**config.mk**
```make
export PLATFORM = sky130hd
export DESIGN_NAME = catapult_shim_flat
export DESIGN_NICKNAME = d
export VERILOG_FILES = /design/src/rtl/catapult_shim_if.sv /design/src/rtl/catapult_shim.sv /design/src/flat_wrapper.sv
export SDC_FILE = /design/constraint.sdc
export NUM_CORES = 2
export LEC_CHECK = 0
export CELL_PAD_IN_SITES_DETAIL_PLACEMENT = 1
export CELL_PAD_IN_SITES_GLOBAL_PLACEMENT = 1
export CORE_MARGIN = 2
export CORE_UTILIZATION = 30
export CTS_BUF_LIST = sky130_fd_sc_hd__clkbuf_4
export DETAILED_ROUTE_END_ITERATION = 16
export MAX_ROUTING_LAYER = met4
export PLACE_DENSITY = 0.57
export REMOVE_ABC_BUFFERS = 1
export SLEW_MARGIN = 20
export SYNTH_ARGS = -nofsm -noshare
export SYNTH_HDL_FRONTEND = slang
export SYNTH_SLANG_ARGS = --single-unit
```
**constraint.sdc**
```tcl
create_clock -name clock -period 51.9 [get_ports clock]
set_input_delay 10.38 -clock clock [delete_from_list [all_inputs] [get_ports clock]]
set_output_delay 10.38 -clock clock [all_outputs]
set_load 0.005 [all_outputs]
```
**src/rtl/catapult_shim_if.sv**
```systemverilog
// rtl/catapult_shim_if.sv - PCIe stream and softreg channel bundle between Catapult shell and shim
interface catapult_shim_if #(
  parameter int PCIE_WIDTH         = 128,
  parameter int SOFTREG_ADDR_WIDTH = 32,
  parameter int SOFTREG_DATA_WIDTH = 64
);
  logic                          io_pcie_in_valid;
  logic                          io_pcie_in_ready;
  logic [PCIE_WIDTH-1:0]         io_pcie_in_bits;
  logic                          io_pcie_out_valid;
  logic                          io_pcie_out_ready;
  logic [PCIE_WIDTH-1:0]         io_pcie_out_bits;
  logic                          io_softreg_req_valid;
  logic                          io_softreg_req_ready;
  logic [SOFTREG_ADDR_WIDTH-1:0] io_softreg_req_bits_addr;
  logic [SOFTREG_DATA_WIDTH-1:0] io_softreg_req_bits_wdata;
  logic                          io_softreg_req_bits_wr;
  logic                          io_softreg_resp_valid;
  logic                          io_softreg_resp_ready;
  logic [SOFTREG_DATA_WIDTH-1:0] io_softreg_resp_bits_rdata;

  modport slave (
    input  io_pcie_in_valid, io_pcie_in_bits, io_pcie_out_ready,
    input  io_softreg_req_valid, io_softreg_req_bits_addr, io_softreg_req_bits_wdata,
    input  io_softreg_req_bits_wr, io_softreg_resp_ready,
    output io_pcie_in_ready, io_pcie_out_valid, io_pcie_out_bits,
    output io_softreg_req_ready, io_softreg_resp_valid, io_softreg_resp_bits_rdata
  );

  modport master (
    output io_pcie_in_valid, io_pcie_in_bits, io_pcie_out_ready,
    output io_softreg_req_valid, io_softreg_req_bits_addr, io_softreg_req_bits_wdata,
    output io_softreg_req_bits_wr, io_softreg_resp_ready,
    input  io_pcie_in_ready, io_pcie_out_valid, io_pcie_out_bits,
    input  io_softreg_req_ready, io_softreg_resp_valid, io_softreg_resp_bits_rdata
  );
endinterface

```
**src/rtl/catapult_shim.sv**
```systemverilog
// rtl/catapult_shim.sv - softreg register file plus buffered PCIe loopback path
module catapult_shim #(
  parameter int PCIE_WIDTH         = 128,
  parameter int SOFTREG_ADDR_WIDTH = 32,
  parameter int SOFTREG_DATA_WIDTH = 64,
  parameter int FIFO_DEPTH         = 8
) (
  input  logic            clock,
  input  logic            reset,
  catapult_shim_if.slave  bus
);
  localparam int AW  = $clog2(FIFO_DEPTH);
  localparam int DW  = SOFTREG_DATA_WIDTH;
  localparam int ADW = SOFTREG_ADDR_WIDTH;

  logic                  active_q;
  logic [PCIE_WIDTH-1:0] mem_q [FIFO_DEPTH];
  logic [AW:0]           wr_ptr_q, wr_ptr_d, rd_ptr_q, rd_ptr_d, count;
  logic                  full, empty, push, pop, in_ready, out_valid;
  logic                  loop_en_q, loop_en_d;
  logic [DW-1:0]         scratch_q [8];
  logic [DW-1:0]         in_beats_q, in_beats_d, out_beats_q, out_beats_d;
  logic                  resp_valid_q, resp_valid_d;
  logic [DW-1:0]         rdata_q, rdata_d, rd_mux;
  logic                  req_ready, req_fire, wr_fire, rd_fire, resp_fire, flush;
  logic                  sel_scratch, sel_ctrl, sel_status, sel_in, sel_out;

  // Pointers carry one extra wrap bit so full and empty are distinguishable.
  assign count     = wr_ptr_q - rd_ptr_q;
  assign full      = count[AW];
  assign empty     = (count == '0);
  assign in_ready  = active_q & ~full;
  assign out_valid = active_q & loop_en_q & ~empty;
  assign push      = bus.io_pcie_in_valid & in_ready;
  assign pop       = out_valid & bus.io_pcie_out_ready;

  assign bus.io_pcie_in_ready  = in_ready;
  assign bus.io_pcie_out_valid = out_valid;
  assign bus.io_pcie_out_bits  = out_valid ? mem_q[rd_ptr_q[AW-1:0]] : '0;

  assign req_ready = active_q & ~resp_valid_q;
  assign req_fire  = bus.io_softreg_req_valid & req_ready;
  assign wr_fire   = req_fire & bus.io_softreg_req_bits_wr;
  assign rd_fire   = req_fire & ~bus.io_softreg_req_bits_wr;
  assign resp_fire = resp_valid_q & bus.io_softreg_resp_ready;

  assign bus.io_softreg_req_ready       = req_ready;
  assign bus.io_softreg_resp_valid      = resp_valid_q;
  assign bus.io_softreg_resp_bits_rdata = rdata_q;

  assign sel_scratch = (bus.io_softreg_req_bits_addr[ADW-1:3] == '0);
  assign sel_ctrl    = (bus.io_softreg_req_bits_addr == ADW'(8));
  assign sel_status  = (bus.io_softreg_req_bits_addr == ADW'(9));
  assign sel_in      = (bus.io_softreg_req_bits_addr == ADW'(10));
  assign sel_out     = (bus.io_softreg_req_bits_addr == ADW'(11));
  assign flush       = wr_fire & sel_ctrl & bus.io_softreg_req_bits_wdata[1];

  always_comb begin
    rd_mux = '0;
    if (sel_scratch) begin
      rd_mux = scratch_q[bus.io_softreg_req_bits_addr[2:0]];
    end else if (sel_ctrl) begin
      rd_mux[0] = loop_en_q;
    end else if (sel_status) begin
      rd_mux[15:0] = 16'(count);
      rd_mux[16]   = full;
      rd_mux[17]   = empty;
    end else if (sel_in) begin
      rd_mux = in_beats_q;
    end else if (sel_out) begin
      rd_mux = out_beats_q;
    end
  end

  // Flush discards a same-edge push/pop, but the beat counters still see it.
  always_comb begin
    wr_ptr_d     = wr_ptr_q;
    rd_ptr_d     = rd_ptr_q;
    loop_en_d    = loop_en_q;
    in_beats_d   = in_beats_q;
    out_beats_d  = out_beats_q;
    resp_valid_d = resp_valid_q;
    rdata_d      = rdata_q;
    if (flush) begin
      wr_ptr_d = '0;
      rd_ptr_d = '0;
    end else begin
      if (push) wr_ptr_d = wr_ptr_q + (AW+1)'(1);
      if (pop)  rd_ptr_d = rd_ptr_q + (AW+1)'(1);
    end
    if (wr_fire && sel_ctrl) loop_en_d = bus.io_softreg_req_bits_wdata[0];
    if (wr_fire && sel_in)   in_beats_d = '0;
    else if (push)           in_beats_d = in_beats_q + DW'(1);
    if (wr_fire && sel_out)  out_beats_d = '0;
    else if (pop)            out_beats_d = out_beats_q + DW'(1);
    if (rd_fire) begin
      resp_valid_d = 1'b1;
      rdata_d      = rd_mux;
    end else if (resp_fire) begin
      resp_valid_d = 1'b0;
    end
  end

  always_ff @(posedge clock) begin
    if (reset) begin
      active_q     <= 1'b0;
      wr_ptr_q     <= '0;
      rd_ptr_q     <= '0;
      loop_en_q    <= 1'b0;
      in_beats_q   <= '0;
      out_beats_q  <= '0;
      resp_valid_q <= 1'b0;
      rdata_q      <= '0;
      for (int i = 0; i < 8; i++) scratch_q[i] <= '0;
    end else begin
      active_q     <= 1'b1;
      wr_ptr_q     <= wr_ptr_d;
      rd_ptr_q     <= rd_ptr_d;
      loop_en_q    <= loop_en_d;
      in_beats_q   <= in_beats_d;
      out_beats_q  <= out_beats_d;
      resp_valid_q <= resp_valid_d;
      rdata_q      <= rdata_d;
      if (wr_fire && sel_scratch)
        scratch_q[bus.io_softreg_req_bits_addr[2:0]] <= bus.io_softreg_req_bits_wdata;
    end
  end

  always_ff @(posedge clock) begin
    if (push) mem_q[wr_ptr_q[AW-1:0]] <= bus.io_pcie_in_bits;
  end
endmodule

```
**src/flat_wrapper.sv**
```systemverilog
// flat-port wrapper written by rule: the top's interface ports become plain ports
module catapult_shim_flat 
#(
  parameter int PCIE_WIDTH         = 128,
  parameter int SOFTREG_ADDR_WIDTH = 32,
  parameter int SOFTREG_DATA_WIDTH = 64,
  parameter int FIFO_DEPTH         = 8
)
  (clock, reset, bus_io_pcie_in_valid, bus_io_pcie_in_bits, bus_io_pcie_out_ready, bus_io_softreg_req_valid, bus_io_softreg_req_bits_addr, bus_io_softreg_req_bits_wdata, bus_io_softreg_req_bits_wr, bus_io_softreg_resp_ready, bus_io_pcie_in_ready, bus_io_pcie_out_valid, bus_io_pcie_out_bits, bus_io_softreg_req_ready, bus_io_softreg_resp_valid, bus_io_softreg_resp_bits_rdata);
  catapult_shim_if #(.PCIE_WIDTH(PCIE_WIDTH), .SOFTREG_ADDR_WIDTH(SOFTREG_ADDR_WIDTH), .SOFTREG_DATA_WIDTH(SOFTREG_DATA_WIDTH)) bus_i ();
  input  logic clock;
  input  logic reset;
  input wire logic [$bits(bus_i.io_pcie_in_valid)-1:0] bus_io_pcie_in_valid;
  input wire logic [$bits(bus_i.io_pcie_in_bits)-1:0] bus_io_pcie_in_bits;
  input wire logic [$bits(bus_i.io_pcie_out_ready)-1:0] bus_io_pcie_out_ready;
  input wire logic [$bits(bus_i.io_softreg_req_valid)-1:0] bus_io_softreg_req_valid;
  input wire logic [$bits(bus_i.io_softreg_req_bits_addr)-1:0] bus_io_softreg_req_bits_addr;
  input wire logic [$bits(bus_i.io_softreg_req_bits_wdata)-1:0] bus_io_softreg_req_bits_wdata;
  input wire logic [$bits(bus_i.io_softreg_req_bits_wr)-1:0] bus_io_softreg_req_bits_wr;
  input wire logic [$bits(bus_i.io_softreg_resp_ready)-1:0] bus_io_softreg_resp_ready;
  output wire logic [$bits(bus_i.io_pcie_in_ready)-1:0] bus_io_pcie_in_ready;
  output wire logic [$bits(bus_i.io_pcie_out_valid)-1:0] bus_io_pcie_out_valid;
  output wire logic [$bits(bus_i.io_pcie_out_bits)-1:0] bus_io_pcie_out_bits;
  output wire logic [$bits(bus_i.io_softreg_req_ready)-1:0] bus_io_softreg_req_ready;
  output wire logic [$bits(bus_i.io_softreg_resp_valid)-1:0] bus_io_softreg_resp_valid;
  output wire logic [$bits(bus_i.io_softreg_resp_bits_rdata)-1:0] bus_io_softreg_resp_bits_rdata;
  assign bus_i.io_pcie_in_valid = bus_io_pcie_in_valid;
  assign bus_i.io_pcie_in_bits = bus_io_pcie_in_bits;
  assign bus_i.io_pcie_out_ready = bus_io_pcie_out_ready;
  assign bus_i.io_softreg_req_valid = bus_io_softreg_req_valid;
  assign bus_i.io_softreg_req_bits_addr = bus_io_softreg_req_bits_addr;
  assign bus_i.io_softreg_req_bits_wdata = bus_io_softreg_req_bits_wdata;
  assign bus_i.io_softreg_req_bits_wr = bus_io_softreg_req_bits_wr;
  assign bus_i.io_softreg_resp_ready = bus_io_softreg_resp_ready;
  assign bus_io_pcie_in_ready = bus_i.io_pcie_in_ready;
  assign bus_io_pcie_out_valid = bus_i.io_pcie_out_valid;
  assign bus_io_pcie_out_bits = bus_i.io_pcie_out_bits;
  assign bus_io_softreg_req_ready = bus_i.io_softreg_req_ready;
  assign bus_io_softreg_resp_valid = bus_i.io_softreg_resp_valid;
  assign bus_io_softreg_resp_bits_rdata = bus_i.io_softreg_resp_bits_rdata;
  catapult_shim #(.PCIE_WIDTH(PCIE_WIDTH), .SOFTREG_ADDR_WIDTH(SOFTREG_ADDR_WIDTH), .SOFTREG_DATA_WIDTH(SOFTREG_DATA_WIDTH), .FIFO_DEPTH(FIFO_DEPTH)) u_core (.clock(clock), .reset(reset), .bus(bus_i));
endmodule
```
Word level (Yosys, flattened, before mapping)
Memory sizes are Yosys's and may differ from the RTL's. A register that Yosys moved wholly into a read port is not among the register bits.
Index checks and enable logic that the tools add are counted.
{"block": "totals", "reg_bits": 203, "ramBits": 1536, "output_inout_bits": 196, "elab_cells": 69, "memories": 2}
{"memory": "u_core.mem_q", "depth": 8, "word_bits": 128, "rd": 1, "rd_clocked_by_memory_dff": 1, "write_ports": 1, "line_no": "catapult_shim.sv:17", "rtl": "logic [PCIE_WIDTH-1:0] mem_q [FIFO_DEPTH];"}
{"memory": "u_core.scratch_q", "depth": 8, "word_bits": 64, "rd": 1, "rd_clocked_by_memory_dff": 0, "write_ports": 8, "line_no": "catapult_shim.sv:21", "rtl": "logic [DW-1:0] scratch_q [8];"}
{"block": "classes", "addsub": 5, "eq_ne": 4, "muxes": 23, "bitwise_logic": 16, "n_reduce_logical": 11}
{"cell": "$mux W64", "n": 4}
{"cell": "$add A64 B1 Y64 const B", "n": 2}
{"cell": "$eq A32 B4 Y1 const B", "n": 4}
{"cell": "$mux W128", "n": 1}
{"cell": "$reduce_or A64 Y1", "n": 1}
{"cell": "$mux W63", "n": 1}
{"cell": "$mux W46", "n": 1}
{"cell": "$logic_not A29 Y1", "n": 1}
{"cell": "$mux W18", "n": 1}
{"cell": "$and A1 B1 Y1", "n": 12}
{"cell": "$mux W1", "n": 12}
{"cell": "$mux W3", "n": 3}
{"cell": "$add A4 B1 Y4 const B", "n": 2}
{"cell": "$reduce_or A2 Y1", "n": 3}
{"cell": "$logic_and A1 B1 Y1", "n": 4}
{"cell": "$logic_not A4 Y1", "n": 1}
{"cell": "$not A1 Y1", "n": 4}
{"cell": "$sub A4 B4 Y4", "n": 1}
{"cell": "$reduce_bool A2 Y1", "n": 1}

Logic depth before layout (Yosys ltp)
{"block": "depth", "word_depth": 10, "depth_mapped": 13}

Worst setup path after synthesis
No wires, ideal clock.
{"block": "synth_path", "path_type": "input to register", "start": "in bus_io_pcie_in_valid", "end": "mem u_core.mem_q[2][0] (enable)", "arrival_time_ns": 23.828, "required_ns": 50.926, "path_slack_ns": 27.098, "path_stages": 3, "path_buffers": 1, "cell_sequence": "nand4_1 -> clkbuf_1 -> nor4b_1"}
{"block": "synth_via", "elab_chain_cells": 3}
{"element": "from (decl)", "line_no": "flat_wrapper.sv:13", "rtl": "input wire logic [$bits(bus_i.io_pcie_in_valid)-1:0] bus_io_pcie_in_valid;"}
{"element": "$and A1 B1 Y1", "line_no": "catapult_shim.sv:34", "rtl": "assign push = bus.io_pcie_in_valid & in_ready;"}
{"element": "$mux W1", "line_no": "catapult_shim.sv:130", "rtl": "if (push) mem_q[wr_ptr_q[AW-1:0]] <= bus.io_pcie_in_bits;"}
{"element": "$mux W1 (implied by the code)", "line_no": "catapult_shim.sv:130"}
{"element": "to (decl)", "line_no": "catapult_shim.sv:17"}
Every way passes these cells.

Final worst setup path
{"block": "layout_path", "start": "reg u_core.wr_ptr_q[0]", "end": "out bus_io_pcie_out_bits[28]"}
{"block": "layout_via", "elab_chain_cells": 5}
{"element": "from (decl)", "line_no": "catapult_shim.sv:18", "rtl": "logic [AW:0] wr_ptr_q, wr_ptr_d, rd_ptr_q, rd_ptr_d, count;"}
{"element": "from (signal assigned)", "line_no": "catapult_shim.sv:117", "rtl": "wr_ptr_q <= wr_ptr_d;"}
{"element": "$sub A4 B4 Y4", "line_no": "catapult_shim.sv:29", "rtl": "assign count = wr_ptr_q - rd_ptr_q;"}
{"element": "$logic_not A4 Y1", "line_no": "catapult_shim.sv:31", "rtl": "assign empty = (count == '0);"}
{"element": "$not A1 Y1", "line_no": "catapult_shim.sv:33", "rtl": "assign out_valid = active_q & loop_en_q & ~empty;"}
{"element": "$and A1 B1 Y1", "line_no": "catapult_shim.sv:33"}
{"element": "$mux W128", "line_no": "catapult_shim.sv:39", "rtl": "assign bus.io_pcie_out_bits = out_valid ? mem_q[rd_ptr_q[AW-1:0]] : '0;"}
{"element": "to (decl)", "line_no": "flat_wrapper.sv:23", "rtl": "output wire logic [$bits(bus_i.io_pcie_out_bits)-1:0] bus_io_pcie_out_bits;"}
Every way passes these cells.

==> metrics.txt <==
DP Wirelength 124000 um; Seq/Total Area, Yosys 70.3%; die height approximately 490 um; core area ~240000 sq um; cts bufs inserted about 480; r2r setup slk ~47000 ps; IR drop worst, VDD between 15 and 20 uV; share of cells above drive strength 1 ~23%; first-pass GRT wire length around 300000 um; Placement Setup Slack approximately 36000 ps; #FFs+latches synth approximately 1700; crit path max fanout 59; Nets roughly 5400; Worst EP required approximately 42000 ps; DR vias/cell between 4 and 5; Period minus WS final 16660 ps; critical path endpoint category output port; EDFF count, synth around 1500; dpl cells between 7000 and 8000; Setup TNS 0 ps; Fin. Hold Viols 0; critical path data arrival time ~6300 ps; gr ovfl total 0; Top FF cell, synth edfxtp_1; PwrDens around 34 nW/um^2; count of final setup violators 0; Slew @ Worst Pin between 1000 and 1500 ps; largest net degree at the start of global routing 86; PostCTS Resize Cnt 0; fin cells between 8000 and 9000; Area Growth Syn to Fin 19.8%; # DRC 0; Syn Std Cell Area between 70000 and 80000 sq um; clock skew around 160 ps; post-synthesis mux area share 13.8%; Synth Area in Simple Gates about a tenth; overall routing resource usage 17.7%; Starting Density a little under a third; max-cap violations 0; Tcrit/Tclk final 32.1%; Final Worst Setup Slack ~35000 ps; clk buf depth 4; most common cell after layout, fill and taps aside edfxtp_1; die area ~240000 sq um; f_max 60.0 MHz; # hold bufs at CTS 0; Worst-Skew Late Latency between 1000 and 1500 ps; largest family of logic cells by synthesized area multiplexers; CP Launch Type flip-flop; RSZ-0062 raised after global routing false; via count ~42000; I/O Buffers between 400 and 500; Syn. warnings 0; max-slew violation count 0; Synth Area in Compound Gates 3.30%; placed cell area 79600 sq um; critical path class reg2out; Design Power 2.89 mW; initial antenna violation count 57; post-synth cell types 61; Root Driver clkbuf_4; wire per inst 24.3 um; Placer Congestion between 0.7 and 0.8; post-synthesis cell count ~4400; synthesized area per cell ~16 sq um; worst hold path type reg2reg; most frequent cells in the layout edfxtp_1 (1536), clkbuf_4 (722), and2_1 (520); asr flop ratio synth 0%; leakage power between 20 and 30 nW; post-CTS setup buffer count 0; adder-cell share of the synthesized area 0.150%; CTS sink cnt between 1500 and 2000; Reg clk slew, reported paths 70 ps; post-route cell area 85600 sq um; xor-xnor portion of the synthesized cell area 1.34%; final wirelength about 210000 um; CTS tree yes; # rows between 150 and 200; worst relative slew slack between 20% and 30%; die width about 490 um; number of global-route vias before repair 45400; H-tree Lvls 5; Pre-antenna DRT Iters 5; post-route ant nets 0; io pins ~430; DR iter-0 viols roughly 2800; outcome complete, no violations
==> where the power goes <==
part	switching, mW	internal [mW]
logic	0.0728	0.0444
registers	0.00923	1.55
clock network	0.571	0.643
total	0.653	2.23
==> Yosys cell counts (3+ instances only) <==
cell | count | share of area, %
clkbuf_1 | 213 | 1.1
mux2_2 | 14 | 0.22
a211oi_1 | 15 | 0.16
o31ai_1 | 10 | 0.10
a21o_1 | 3 | 0.031
or3_1 | 17 | 0.15
nor3_1 | 33 | 0.23
a221oi_1 | 45 | 0.55
nor3_2 | 6 | 0.084
and3_1 | 15 | 0.13
or4_1 | 17 | 0.18
nand4_1 | 48 | 0.42
and2_1 | 520 | 4.5
edfxtp_1 | 1536 | 65
nor4_1 | 35 | 0.31
and4_1 | 11 | 0.13
buf_2 | 9 | 0.063
mux2i_1 | 236 | 3.3
nor2_1 | 335 | 1.8
a32o_1 | 3 | 0.042
or2_2 | 9 | 0.079
nand2b_1 | 3 | 0.026
o21ai_0 | 132 | 0.92
xor2_1 | 37 | 0.45
mux4_2 | 326 | 10
xnor2_1 | 72 | 0.88
buf_1 | 51 | 0.27
dfxtp_1 | 206 | 5.8
o221ai_1 | 13 | 0.16
inv_1 | 24 | 0.13
ha_1 | 7 | 0.12
a21oi_1 | 162 | 1.1
nand2_1 | 178 | 0.93
nand3_1 | 42 | 0.29
==> sequential cells by signal, summed over array words and instances (netlist names), named ones only <==
register	cells
u_core.wr_ptr_q	4
u_core.bus.io_softreg_resp_valid	1
u_core.in_beats_q	64
u_core.scratch_q	512
u_core.active_q	1
u_core.bus.io_softreg_resp_bits_rdata	64
u_core.mem_q	1024
u_core.loop_en_q	1
u_core.out_beats_q	64
u_core.rd_ptr_q	4
==> kinds of logic (layout without fill, tap and decap cells) <==
| kind of cell | after synthesis | in the layout |
|---|---|---|
| DFF | 1742 | 1742 |
| and+or+nand+nor | 1287 | 1287 |
| muxes | 576 | 576 |
| AOI/OAI and AO/OA | 397 | 397 |
| buffers and inverters | 302 | 1367 |
| xor gates and xnor gates | 109 | 109 |
| adders and majority gates | 8 | 8 |
| other | 0 | 38 |
==> stage by stage <==
stage	util, %	hold slack (ps)
finish	36.1	487
global placement	33.5	467
floorplan	-	446
CTS	36.0	495
global route	36.1	512
detailed placement	33.5	486
==> routing by layer <==
metal | vias up | global-route usage [%] | routed length [um]
met4 | 0 | 5.96 | 5670
met1 | 22000 | 22.7 | 92300
met2 | 1320 | 27.4 | 99400
met5 | - | - | 0
li1 | 18700 | - | -
met3 | 356 | 4.46 | 13500
==> area by class of cell <==
class                           instances  area (sq um)
Antenna cell                           38          95.1
Clock buffer                          722          5420
Clock inverter                        108           526
Fill cell                           24600        152000
Inverter                               26          97.6
Multi-Input combinational cell       2377         20300
Sequential cell                      1742         50300
Tap cell                             3167          3960
Timing Repair Buffer                  511          4930
==> path summary, 6_finish.rpt <==
kind / startpoint / endpoint / cells past startpoint
setup / recovery: u_core.wr_ptr_q[0] / bus_io_pcie_out_bits[28] / 11
hold / removal: u_core.out_beats_q[12] / u_core.bus.io_softreg_resp_bits_rdata[12] / 2
setup reg to reg: u_core.wr_ptr_q[1] / u_core.mem_q[2][54] / 8
hold reg to reg: u_core.out_beats_q[12] / u_core.bus.io_softreg_resp_bits_rdata[12] / 2
==> critical path: stages, from the launching register on <==
cell and delay, ps:
dfxtp_1 560, inv_1 160, ha_1 230, inv_1 70
fa_1 420, and3b_1 340, nand3_1 510, nand3_4 500
buf_4 700, buf_4 650, nor2_1 100, clkdlybuf4s50_1 520
Power figures use the tool's default switching activity.
